### config.mk
export PLATFORM = sky130hd
export DESIGN_NAME = uut_perf_meter
export DESIGN_NICKNAME = d
export VERILOG_FILES = /design/src/rtl/uut_perf_meter.sv
export SDC_FILE = /design/constraint.sdc
export NUM_CORES = 1
export LEC_CHECK = 0
export ABC_CLOCK_PERIOD_IN_PS = 3000
export BUFFER_PORTS_ARGS = -buffer_cell sky130_fd_sc_hd__buf_2
export CORE_MARGIN = 3
export CORE_UTILIZATION = 58
export CTS_BUF_LIST = sky130_fd_sc_hd__clkbuf_4 sky130_fd_sc_hd__clkbuf_8
export DETAILED_ROUTE_END_ITERATION = 7
export PLACE_DENSITY = 0.83
export SLEW_MARGIN = 20
export SYNTH_ARGS = -nofsm -noshare
export SYNTH_HDL_FRONTEND = slang
export SYNTH_SLANG_ARGS = --single-unit
### constraint.sdc
create_clock -name clk -period 3 [get_ports clk]
set_clock_uncertainty 0.1 [all_clocks]
set_input_delay 0.15 -clock clk [delete_from_list [all_inputs] [get_ports clk]]
set_output_delay 0.15 -clock clk [all_outputs]
set_load 0.01 [all_outputs]
### src/rtl/uut_perf_meter.sv
// Cycle-latency meter for one UUT run; latches the result and serves it as a byte record.
// Optional build macro UUT_PERF_METER_MINMAX_EN adds min/max tracking across runs to the record.
//
// state   | meaning
// S_IDLE  | no run measured, outputs at rest
// S_COUNT | run in progress, counting cycles since start
// S_DONE  | result held, bytes available to the consumer
module uut_perf_meter #(
    parameter int COUNTER_WIDTH  = 32,
    parameter int TIMEOUT_CYCLES = 0
) (
    input  logic                     clk,
    input  logic                     rst,
    input  logic                     start,
    input  logic                     finish,
    input  logic                     clear,
    input  logic                     byte_rd,
    output logic                     busy,
    output logic                     done,
    output logic [COUNTER_WIDTH-1:0] cycles,
    output logic [7:0]               byte_out,
    output logic                     byte_valid,
    output logic                     byte_last
);

    localparam int NB = COUNTER_WIDTH / 8;
`ifdef UUT_PERF_METER_MINMAX_EN
    localparam int N  = 3 * NB + 1;
`else
    localparam int N  = NB + 1;
`endif
    localparam int RW = N * 8;
    localparam int IW = $clog2(N + 1);
    localparam logic [IW-1:0]            LAST_IDX = IW'(N - 1);
    localparam logic [COUNTER_WIDTH-1:0] ONES     = '1;
    localparam logic [COUNTER_WIDTH-1:0] TMO_VAL  = COUNTER_WIDTH'(TIMEOUT_CYCLES);

    typedef enum logic [1:0] {S_IDLE, S_COUNT, S_DONE} state_t;

    state_t                   state_q, state_d;
    logic [COUNTER_WIDTH-1:0] cycles_q, cycles_d, cyc_inc;
    logic                     ovf_q, ovf_d, tmo_q, tmo_d;
    logic                     valid_q, valid_d;
    logic [IW-1:0]            idx_q, idx_d;
    logic [RW-1:0]            rec;
`ifdef UUT_PERF_METER_MINMAX_EN
    logic [COUNTER_WIDTH-1:0] min_q, min_d, max_q, max_d;
`endif

    always_ff @(posedge clk or posedge rst) begin
        if (rst) begin
            state_q  <= S_IDLE;
            cycles_q <= '0;
            ovf_q    <= 1'b0;
            tmo_q    <= 1'b0;
            valid_q  <= 1'b0;
            idx_q    <= '0;
`ifdef UUT_PERF_METER_MINMAX_EN
            min_q    <= ONES;
            max_q    <= '0;
`endif
        end else begin
            state_q  <= state_d;
            cycles_q <= cycles_d;
            ovf_q    <= ovf_d;
            tmo_q    <= tmo_d;
            valid_q  <= valid_d;
            idx_q    <= idx_d;
`ifdef UUT_PERF_METER_MINMAX_EN
            min_q    <= min_d;
            max_q    <= max_d;
`endif
        end
    end

    always_comb begin
        state_d  = state_q;
        cycles_d = cycles_q;
        ovf_d    = ovf_q;
        tmo_d    = tmo_q;
        valid_d  = valid_q;
        idx_d    = idx_q;
        cyc_inc  = cycles_q + 1'b1;
`ifdef UUT_PERF_METER_MINMAX_EN
        min_d    = min_q;
        max_d    = max_q;
`endif
        if (clear) begin
            state_d  = S_IDLE;
            cycles_d = '0;
            ovf_d    = 1'b0;
            tmo_d    = 1'b0;
            valid_d  = 1'b0;
            idx_d    = '0;
`ifdef UUT_PERF_METER_MINMAX_EN
            min_d    = ONES;
            max_d    = '0;
`endif
        end else if (start && state_q != S_COUNT) begin
            // The start cycle itself counts as cycle 0, so the first COUNT cycle holds 1.
            state_d  = S_COUNT;
            cycles_d = COUNTER_WIDTH'(1);
            ovf_d    = 1'b0;
            tmo_d    = 1'b0;
            valid_d  = 1'b0;
            idx_d    = '0;
        end else begin
            case (state_q)
                S_COUNT: begin
                    if (finish) begin
                        state_d = S_DONE;
                        valid_d = 1'b1;
                        idx_d   = '0;
`ifdef UUT_PERF_METER_MINMAX_EN
                        if (cycles_q < min_q) min_d = cycles_q;
                        if (cycles_q > max_q) max_d = cycles_q;
`endif
                    end else if (TIMEOUT_CYCLES != 0 && cycles_q == TMO_VAL) begin
                        state_d = S_DONE;
                        tmo_d   = 1'b1;
                        valid_d = 1'b1;
                        idx_d   = '0;
                    end else if (cycles_q != ONES) begin
                        cycles_d = cyc_inc;
                        if (cyc_inc == ONES) ovf_d = 1'b1;
                    end
                end
                S_DONE: begin
                    if (byte_rd && valid_q) begin
                        if (idx_q == LAST_IDX) valid_d = 1'b0;
                        else                   idx_d   = idx_q + 1'b1;
                    end
                end
                default: ;
            endcase
        end
    end

`ifdef UUT_PERF_METER_MINMAX_EN
    assign rec = {cycles_q, min_q, max_q, 5'b0, ovf_q, tmo_q, 1'b1};
`else
    assign rec = {cycles_q, 5'b0, ovf_q, tmo_q, 1'b1};
`endif

    always_comb begin
        byte_out = 8'h00;
        if (valid_q) byte_out = rec[8*(N-1-int'(idx_q)) +: 8];
    end

    assign busy       = (state_q == S_COUNT);
    assign done       = (state_q == S_DONE);
    assign cycles     = cycles_q;
    assign byte_valid = valid_q;
    assign byte_last  = valid_q && (idx_q == LAST_IDX);

endmodule
==> results of run 1 <==
-- cell type report --
type | count | area, µm²
clock inverters | 3 | 15.0
repair buffers | 67 | 390
fillers | 384 | 1240
multi-input cells | 286 | 1750
inverters | 10 | 37.5
well taps | 65 | 81.3
clock buffers | 5 | 68.8
flip-flops and latches | 39 | 976
-- routing by layer --
metal	GRT usage (%)	up-vias
li1	-	1413
met1	42.7	1397
met3	5.56	24
met2	46.3	176
met5	0	-
met4	8.70	0
-- sequential cells by signal, indices dropped and copies added (netlist names) --
register and cells:
cycles 32, idx_q 3, state_q 2, ovf_q 1, byte_valid 1
-- worst max-delay path: stages, from the launching register on --
cell     delay, ps
dfrtp_1        490
inv_1          270
ha_4           470
mux2i_1        220
nor2_1          60
a31oi_1        170
nor2_1          60
a31oi_1        160
nor2_1          50
buf_2          140
-- final timing paths --
path / slack, ps / endpoint / from / depth (start not counted)
worst max-delay path: 350 / byte_out[5] / idx_q[0] / 9
worst min-delay path: 60 / cycles[0] / start / 3
worst max register to register: 420 / cycles[28] / cycles[13] / 6
worst min register to register: 440 / ovf_q / ovf_q / 2
max in group asynchronous: 1550 / cycles[4] / rst / 4
min in group asynchronous: 470 / cycles[5] / rst / 3
-- power groups by stage --
stage	Sequential (mW)	Combinational, mW	Clock [mW]
after CTS	0.539	0.0884	0.354
after detailed placement	0.549	0.0835	0
final	0.539	0.0892	0.355
after global placement	0.549	0.0817	0
after floorplan	0.550	0.0527	0
after global routing	0.540	0.100	0.382
-- placed cells by master, fill, tap and decap left out, drive strengths merged, types with 9 or more instances in the layout --
master / Yosys / routed
a21oi: 28 / 28
a31oi: 17 / 17
buf: 10 / 63
dfrtp: 39 / 39
inv: 10 / 10
nand2: 37 / 37
nand3: 16 / 16
nand4: 16 / 16
nor2: 46 / 46
o21ai: 17 / 17
o31ai: 9 / 9
or4: 9 / 9
xor2: 15 / 15
-- logic make-up (layout without fill, tap and decap cells) --
group                      after synthesis  count (layout)  share of synthesized area [%]
AOI/OAI and AO/OA                       82              82                           17.4
xor gates and xnor gates                20              20                           6.11
adders and majority gates                5               5                           2.18
buffers and inverters                   35              85                           5.24
DFF                                     39              39                           34.1
muxes                                   10              10                           3.97
and+or+nand+nor                        169             169                           31.0
-- what timing repair did --
action / 4_1_cts / 5_1_grt
hold endpoints to repair: 22 / 0
hold buffers: 4 / 0
gates resized for setup: 0 / 2
setup endpoints to repair: 0 / 6
==> metrics.md, run 1 <==
| Metric | Value |
|---|---|
| P&R area growth vs syn | 15.9% |
| Register area share after synthesis | 34.1% |
| DRT Wirelength | 8440 µm |
| Worst EP required | 2750 ps |
| Global-route wire length before repair | 14100 µm |
| DP Wirelength | 5860 µm |
| Residual DRC count | 0 |
| Power Total | 0.983 mW |
| Routed length on met3 | 960 µm |
| CTS tree | done |
| CTS HTree Levels | 2 |
| Post-synth top area share | 34.1% |
| Highest routed layer | met4 |
| Global route overflow | 0 |
| Core region area | 4560 µm² |
| WHS | 60.9 ps |
| Switching share of power | 26.8% |
| Min Tclk post-route | 2650 ps |
| Yosys cell types | 49 |
| DR iter-0 viols | 294 |
| Worst Setup Path Type | register to output port |
| Critical path endpoint category | output port |
| CP max FO | 18 |
| Slew margin rel. | 42.6% |
| Fin crit share | 88.3% |
| FP Rows | 24 |
| # setup viols final | 0 |
| Overall Global Routing Usage | 29.9% |
| Commonest cells in the netlist | nor2_1 (46), dfrtp_1 (39), nand2_1 (37) |
| M1 WL | 3580 µm |
| Sequential power share | 54.8% |
| Comb pwr share | 9.1% |
| Die ar. | 5820 µm² |
| Non-Filler Instances | 475 |
| P_leak | 1.37 nW |
| TritonCTS buffer count | 5 |
| Final GP Congestion | 1.02 |
| Ys async rst share | 100% |
| # diodes | 0 |
| Routed Antenna Nets | 0 |
| Final Slew Violations | 0 |
| Die Wd | 76.3 µm |
| Avg Inst Size Synth | 7.96 µm² |
| Syn. warnings | 0 |
| Share of layout cells above drive strength 1 | 20.0% |
| Initial Utilization | 62.8% |
| Startpoint types | register |
| Final worst slack | 352 ps |
| Vias | 3010 |
| Post-Syn Nets | 371 |
| Cell Area, Synth | 2870 µm² |
| Clock Latency Late Sink | 300 ps |
| Clk slew on worst S/H paths | 80 ps |
| Placed inst area | 3180 µm² |
| Initial antenna violation count | 0 |
| EDFF count, synth | 0 |
| Final #Nets | 420 |
| Clock Sinks | 39 |
| Number of port buffers | 49 |
| Tightest Pin Transition | 860 ps |
| Max IR drop VDD | 0.000296 V |
| Yosys top cell by area | dfrtp_1 |
| Top cells by area, synth | dfrtp_1 (34%), nor2_1 (6.0%), a21oi_1 (4.9%) |
| Met2 wire length | 3730 µm |
| Post-Layout Inst Area | 3320 µm² |
| Post-Place Worst Slack | 422 ps |
| Yosys reg bits | 39 |
| Int Pwr | 0.720 mW |
| Placed insts | 463 |
| Clock buffer depth | 2 |
| Run status | finished clean |
| PwrDens | 296 nW/µm² |
| Vias/cell | 6.34 |
| Fmax | 378 MHz |
| Hold Path Class | input port to register |
| Data arrival, critical path | 2400 ps |
| Number of setup buffers added after CTS | 0 |
| Setup_tns | 0 ps |
| Final Hold Vio Count | 0 |
| RSZ-0062 raised after global routing | no |
| Top_reg_cell synth | dfrtp_1 |
| DRT Pass-1 Iters | 5 |
| DIE HEIGHT | 76.3 µm |
| DR WL/cell | 17.8 µm |
| Switch Pwr | 0.264 mW |
| Synth Instances | 360 |
| Layout Utilization | 72.8% |
| Largest net degree at the start of global routing | 30 |
| MaxCap Viol Count | 0 |
| Root Buffer | clkbuf_8 |
| Io pins | 50 |
| Most common cell in the netlist | nor2_1 |
| Clock Power Share | 36.1% |
| Vias in the first global route | 2739 |
No activity file was read; power rests on OpenSTA's default activity.
==> run 2, diff against run 1 <==
Settings changed: BUFFER_PORTS_ARGS -buffer_cell sky130_fd_sc_hd__buf_2 to -buffer_cell sky130_fd_sc_hd__clkbuf_2, CORE_UTILIZATION 58 to 45, PLACE_DENSITY 0.83 to 0.67.
==> metrics.md, run 2 (synthesis gave the netlist of run 1 again) <==
| Metric | Value |
|---|---|
| Hold Path Class | input port to register (unchanged) |
| Slowest cell delay on critical path | 490 ps (about the same) |
| Vias/cell | 6.08 (was 6.34) |
| DIE HEIGHT | 85.8 µm (was 76.3 µm) |
| Max IR drop VDD | 0.000195 V (was 0.000296 V) |
| Slew margin rel. | 50.7% (was 42.6%) |
| Clock Latency Late Sink | 290 ps (was 300 ps) |
| P_leak | 1.36 nW (was 1.37 nW) |
| Vias in the first global route | 2881 (was 2739) |
| M1 WL | 4150 µm (was 3580 µm) |
| Io pins | 50 (unchanged) |
| Core region area | 6030 µm² (was 4560 µm²) |
| Most frequent cells in the layout | clkbuf_2 (49), nor2_1 (46), dfrtp_1 (39) (was buf_2 (49), nor2_1 (46), dfrtp_1 (39)) |
| Non-Filler Instances | 489 (was 475) |
| Critical path endpoint category | output port (unchanged) |
| Layout Utilization | 55.9% (was 72.8%) |
| DRT Pass-1 Iters | 7 (was 5) |
| Critical-path top delay cell | dfrtp_1 (unchanged) |
| Root Buffer | clkbuf_8 (unchanged) |
| Max FFs per register | 32 (unchanged) |
| Overall Global Routing Usage | 25.9% (was 29.9%) |
| DRT Wirelength | 9100 µm (was 8440 µm) |
| Run status | finished clean (unchanged) |
| Global-route wire length before repair | 15100 µm (was 14100 µm) |
| CP bufs+invs | 2 (unchanged) |
| CTS tree | done (unchanged) |
| Tightest Pin Transition | 739 ps (was 860 ps) |
| CP max FO | 18 (unchanged) |
| Final Hold Vio Count | 0 (unchanged) |
| Clock buffer depth | 2 (unchanged) |
| Placed inst area | 3230 µm² (was 3180 µm²) |
| Initial Utilization | 47.5% (was 62.8%) |
| Top delay family on crit path | flip-flops (unchanged) |
| CTS HTree Levels | 2 (unchanged) |
| Fmax | 372 MHz (was 378 MHz) |
| Final #Nets | 424 (was 420) |
| Clock Sinks | 39 (unchanged) |
| Worst Setup Path Type | register to output port (unchanged) |
| Final Slew Violations | 0 (unchanged) |
| Initial antenna violation count | 0 (unchanged) |
| Routed length on met3 | 644 µm (was 960 µm) |
| Final GP Congestion | 0.975 (was 1.02) |
| Die Wd | 85.8 µm (was 76.3 µm) |
| Most common cell on crit path | nor2_1 (unchanged) |
| DR iter-0 viols | 332 (was 294) |
| Routed Antenna Nets | 0 (unchanged) |
| FP Rows | 28 (was 24) |
| Fin crit share | 89.5% (was 88.3%) |
| Highest routed layer | met4 (unchanged) |
| WHS | 52.3 ps (was 60.9 ps) |
| Startpoint types | register (unchanged) |
| # diodes | 0 (unchanged) |
| RSZ-0062 raised after global routing | no (unchanged) |
| Critical path, cell by cell | inv_1 > ha_4 > mux2i_1 > nor2_1 > a31oi_1 > nor2_1 > a31oi_1 > nor2_1 > clkbuf_2 (was inv_1 > ha_4 > mux2i_1 > nor2_1 > a31oi_1 > nor2_1 > a31oi_1 > nor2_1 > buf_2) |
| Largest net degree at the start of global routing | 40 (was 30) |
| Data arrival, critical path | 2440 ps (was 2400 ps) |
| Number of port buffers | 49 (unchanged) |
| Met2 wire length | 4200 µm (was 3730 µm) |
| DR WL/cell | 18.6 µm (was 17.8 µm) |
| Share of layout cells above drive strength 1 | 20.8% (was 20.0%) |
| Setup_tns | 0 ps (unchanged) |
| Placed insts | 477 (was 463) |
| Residual DRC count | 0 (unchanged) |
| Clk slew on worst S/H paths | 80 ps (about the same) |
| Final worst slack | 315 ps (was 352 ps) |
| P&R area growth vs syn | 17.6% (was 15.9%) |
| DP Wirelength | 6450 µm (was 5860 µm) |
| # setup viols final | 0 (unchanged) |
| Worst EP required | 2750 ps (about the same) |
| Post-Place Worst Slack | 353 ps (was 422 ps) |
| PwrDens | 296 nW/µm² (about the same) |
| Power Total | 0.998 mW (was 0.983 mW) |
| Die ar. | 7360 µm² (was 5820 µm²) |
| MaxCap Viol Count | 0 (unchanged) |
| Vias | 2974 (was 3010) |
| Min Tclk post-route | 2690 ps (was 2650 ps) |
| Post-Layout Inst Area | 3370 µm² (was 3320 µm²) |
| TritonCTS buffer count | 5 (unchanged) |
| Global route overflow | 0 (unchanged) |
| Most common cell after layout, fill and taps aside | clkbuf_2 (was buf_2) |
## run 2: cell types whose count changed in the layout (fill, tap and decap cells not counted)
cell      before  now
clkbuf_4       0    2
buf_4         14   18
buf_2         49    0
clkbuf_2       0   49
clkinv_2       3    1
## run 2: where the power goes
part,total [mW],internal (mW),switching (mW)
logic,0.0891,0.0294,0.0597
registers,0.539,0.531,0.00839
clock network,0.370,0.181,0.188
total,0.998,0.742,0.256
## run 2: worst min-delay path, delay by kind of cell
kind                   cells  cell delay, ps
and+or+nand+nor            1              80
buffers and inverters      1             120
AOI/OAI and AO/OA          1              60
## run 2: cell type report
class,count,area (µm²)
Multi-Input combinational cell,286,1750
Timing Repair Buffer,71,420
Clock inverter,1,5.00
Fill cell,591,2660
Sequential cell,39,976
Tap cell,75,93.8
Clock buffer,7,83.8
Inverter,10,37.5
## run 2: metal layers
metal / up-vias / GRT usage (%)
met5: - / 0
met1: 1432 / 36.2
met3: 13 / 4.03
met4: 0 / 6.47
li1: 1416 / -
met2: 113 / 42.2
## run 2: final timing paths
kind                                 from          end  slack [ps]  depth (start not counted)
worst max-delay path             idx_q[0]  byte_out[6]         310                          9
worst min-delay path                start    cycles[0]          50                          3
worst max register to register  cycles[7]   cycles[30]         480                          6
worst min register to register      ovf_q        ovf_q         420                          2
max in group asynchronous             rst   cycles[25]        2020                          4
min in group asynchronous             rst    cycles[4]         410                          4
## run 2: repair_timing
| action | in CTS | in global routing |
|---|---|---|
| resized for setup | 0 | 2 |
| endpoints found under the setup margin | 0 | 7 |
| hold buffers | 4 | 0 |
| buffers inserted | 0 | 0 |
| hold endpoints to repair | 41 | 0 |
==> run 3, diff against run 2 <==
Settings changed: CORE_UTILIZATION 45 to 58, PLACE_DENSITY 0.67 to 0.83.
==> metrics.md, run 3 (synthesis gave the netlist of run 1 again) <==
| Metric | Value |
|---|---|
| Worst EP required | 2750 ps (about the same) |
| Critical path endpoint category | output port (unchanged) |
| Int Pwr | 0.777 mW (was 0.742 mW) |
| Final Hold Vio Count | 0 (unchanged) |
| Data arrival, critical path | 2470 ps (was 2440 ps) |
| Io pins | 50 (unchanged) |
| Clk slew on worst S/H paths | 80 ps (about the same) |
| CTS HTree Levels | 2 (unchanged) |
| CTS tree | done (unchanged) |
| Routed Antenna Nets | 0 (unchanged) |
| Initial Utilization | 62.8% (was 47.5%) |
| Max FFs per register | 32 (unchanged) |
| Power Total | 1.03 mW (was 0.998 mW) |
| Clock Latency Late Sink | 290 ps (about the same) |
| P&R area growth vs syn | 15.9% (was 17.6%) |
| Run status | finished clean (unchanged) |
| Initial antenna violation count | 0 (unchanged) |
| Vias in the first global route | 2914 (was 2881) |
| Hold Path Depth | 2 (was 3) |
| Final GP Congestion | 0.983 (was 0.975) |
| TritonCTS buffer count | 5 (unchanged) |
| Worst Setup Path Type | register to output port (unchanged) |
| Root Buffer | clkbuf_8 (unchanged) |
| PwrDens | 311 nW/µm² (was 296 nW/µm²) |
| Core region area | 4560 µm² (was 6030 µm²) |
| DR WL/cell | 17.9 µm (was 18.6 µm) |
| Min Tclk post-route | 2720 ps (was 2690 ps) |
| Hold_sp | clear (was start) |
| Clock Sinks | 39 (unchanged) |
| Vias | 3062 (was 2974) |
| Most frequent cells in the layout | clkbuf_2 (49), nor2_1 (46), dfrtp_1 (39) (unchanged) |
| Switching share of power | 24.8% (was 25.7%) |
| # setup viols final | 0 (unchanged) |
| Hold Path Class | input port to register (unchanged) |
| Global route overflow | 0 (unchanged) |
| R2r startpoint | cycles[13] (was cycles[7]) |
| Fin crit share | 90.7% (was 89.5%) |
| Startpoint types | register (unchanged) |
| Sequential power share | 52.2% (was 54.0%) |
| Vias/cell | 6.47 (was 6.08) |
| P_leak | 1.33 nW (was 1.36 nW) |
| Switch Pwr | 0.256 mW (about the same) |
| Critical path, cell by cell | inv_1 > ha_4 > mux2i_1 > nor2_1 > a31oi_1 > nor2_1 > a31oi_1 > nor2_1 > clkbuf_2 (unchanged) |
| Fill count | 380 (was 591) |
| Residual DRC count | 0 (unchanged) |
| Share of layout cells above drive strength 1 | 20.1% (was 20.8%) |
| Clock buffer depth | 2 (unchanged) |
| Overall Global Routing Usage | 30.1% (was 25.9%) |
| Largest net degree at the start of global routing | 30 (was 40) |
| RSZ-0062 raised after global routing | no (unchanged) |
| Final Slew Violations | 0 (unchanged) |
| Final #Nets | 418 (was 424) |
| Critical path startpoint | idx_q[0] (unchanged) |
| Setup_tns | 0 ps (unchanged) |
| DP Wirelength | 6050 µm (was 6450 µm) |
| FP Rows | 24 (was 28) |
| Number of port buffers | 49 (unchanged) |
| Max IR drop VDD | 0.000234 V (was 0.000195 V) |
| DR iter-0 viols | 321 (was 332) |
| DRT Wirelength | 8460 µm (was 9100 µm) |
| Die Wd | 76.3 µm (was 85.8 µm) |
| DRT Pass-1 Iters | 6 (was 7) |
| Slew margin rel. | 51.3% (was 50.7%) |
| Critical-path top delay cell | dfrtp_1 (unchanged) |
| MaxCap Viol Count | 0 (unchanged) |
| DIE HEIGHT | 76.3 µm (was 85.8 µm) |
| Clock Power Share | 39.5% (was 37.0%) |
| Most common cell after layout, fill and taps aside | clkbuf_2 (unchanged) |
| # diodes | 0 (unchanged) |
| Slowest cell delay on critical path | 500 ps (was 490 ps) |
| Die ar. | 5820 µm² (was 7360 µm²) |
| R2r worst-path depth | 6 (unchanged) |
| Tightest Pin Transition | 730 ps (was 739 ps) |
| Fmax | 368 MHz (was 372 MHz) |
| Global-route wire length before repair | 14300 µm (was 15100 µm) |
| Most common cell on crit path | nor2_1 (unchanged) |
| CP max FO | 18 (unchanged) |
| Comb pwr share | 8.3% (was 8.9%) |
[run 3: cell count changes in the layout (fill, tap and decap cells not counted), sizes merged]
cell and change:
dlygate4sd3 -2, clkbuf +1, buf -4, clkinv -1
[run 3: metal layers]
layer  up-vias  share of wire [%]  wire length, µm  track usage, %
li1       1414                  -                -               -
met1      1439                 41             3470            41.1
met2       174                 46             3870            46.7
met3        35                 10              888            6.62
met4         0                2.8              234            11.1
met5         -                  0                0               0
[run 3: path summary, 6_finish.rpt]
| kind | endpoint | slack (ps) |
|---|---|---|
| worst max register to register | ovf_q | 390 |
| min in group asynchronous | cycles[11] | 430 |
| max in group asynchronous | cycles[19] | 1590 |
| worst max-delay path | byte_out[7] | 280 |
| worst min-delay path | cycles[0] | 2 |
| worst min register to register | ovf_q | 410 |
[run 3: power groups by stage]
stage          registers, mW  clock network [mW]  logic [mW]
3_3_place_gp           0.549                   0      0.0810
4_1_cts                0.539               0.408      0.0859
5_1_grt                0.540               0.441      0.0967
2_1_floorplan          0.550                   0      0.0527
3_5_place_dp           0.550                   0      0.0835
6_report               0.539               0.408      0.0859
[run 3: per-stage QoR]
step / hold slack (ps) / utilization, % / std cells / setup slack, ps / instance area [µm²]
final: 2.25 / 72.8 / 473 / 280 / 3320
after global routing: 13.2 / 72.8 / 473 / 105 / 3320
after CTS: 1.53 / 72.5 / 473 / 17.1 / 3310
after detailed placement: 185 / 69.8 / 463 / 330 / 3180
after global placement: 185 / 69.8 / 463 / 476 / 3180
after floorplan: 113 / - / 360 / 566 / 2870
[run 3: what timing repair did]
action	CTS	global route
setup buffers	0	0
endpoints found under the hold margin	19	0
resized for setup	0	2
hold buffers	2	0
setup endpoints to repair	0	7
[run 3: cell type report]
class | instances | area, µm² | area share, %
repair buffers | 65 | 370 | 11.2
flip-flops and latches | 39 | 976 | 29.4
multi-input cells | 286 | 1750 | 52.8
well taps | 65 | 81.3 | 2.45
clock buffers | 8 | 104 | 3.13
inverters | 10 | 37.5 | 1.13
[run 3: critical path, delay by kind of cell, from the launching register on]
family,cells,cell delay [ps]
adder cells (fa/ha/maj),1,470
flip-flops,1,500
AO/OA/AOI/OAI,2,350
buffers and inverters,2,410
multiplexers,1,250
AND/OR/NAND/NOR,3,200
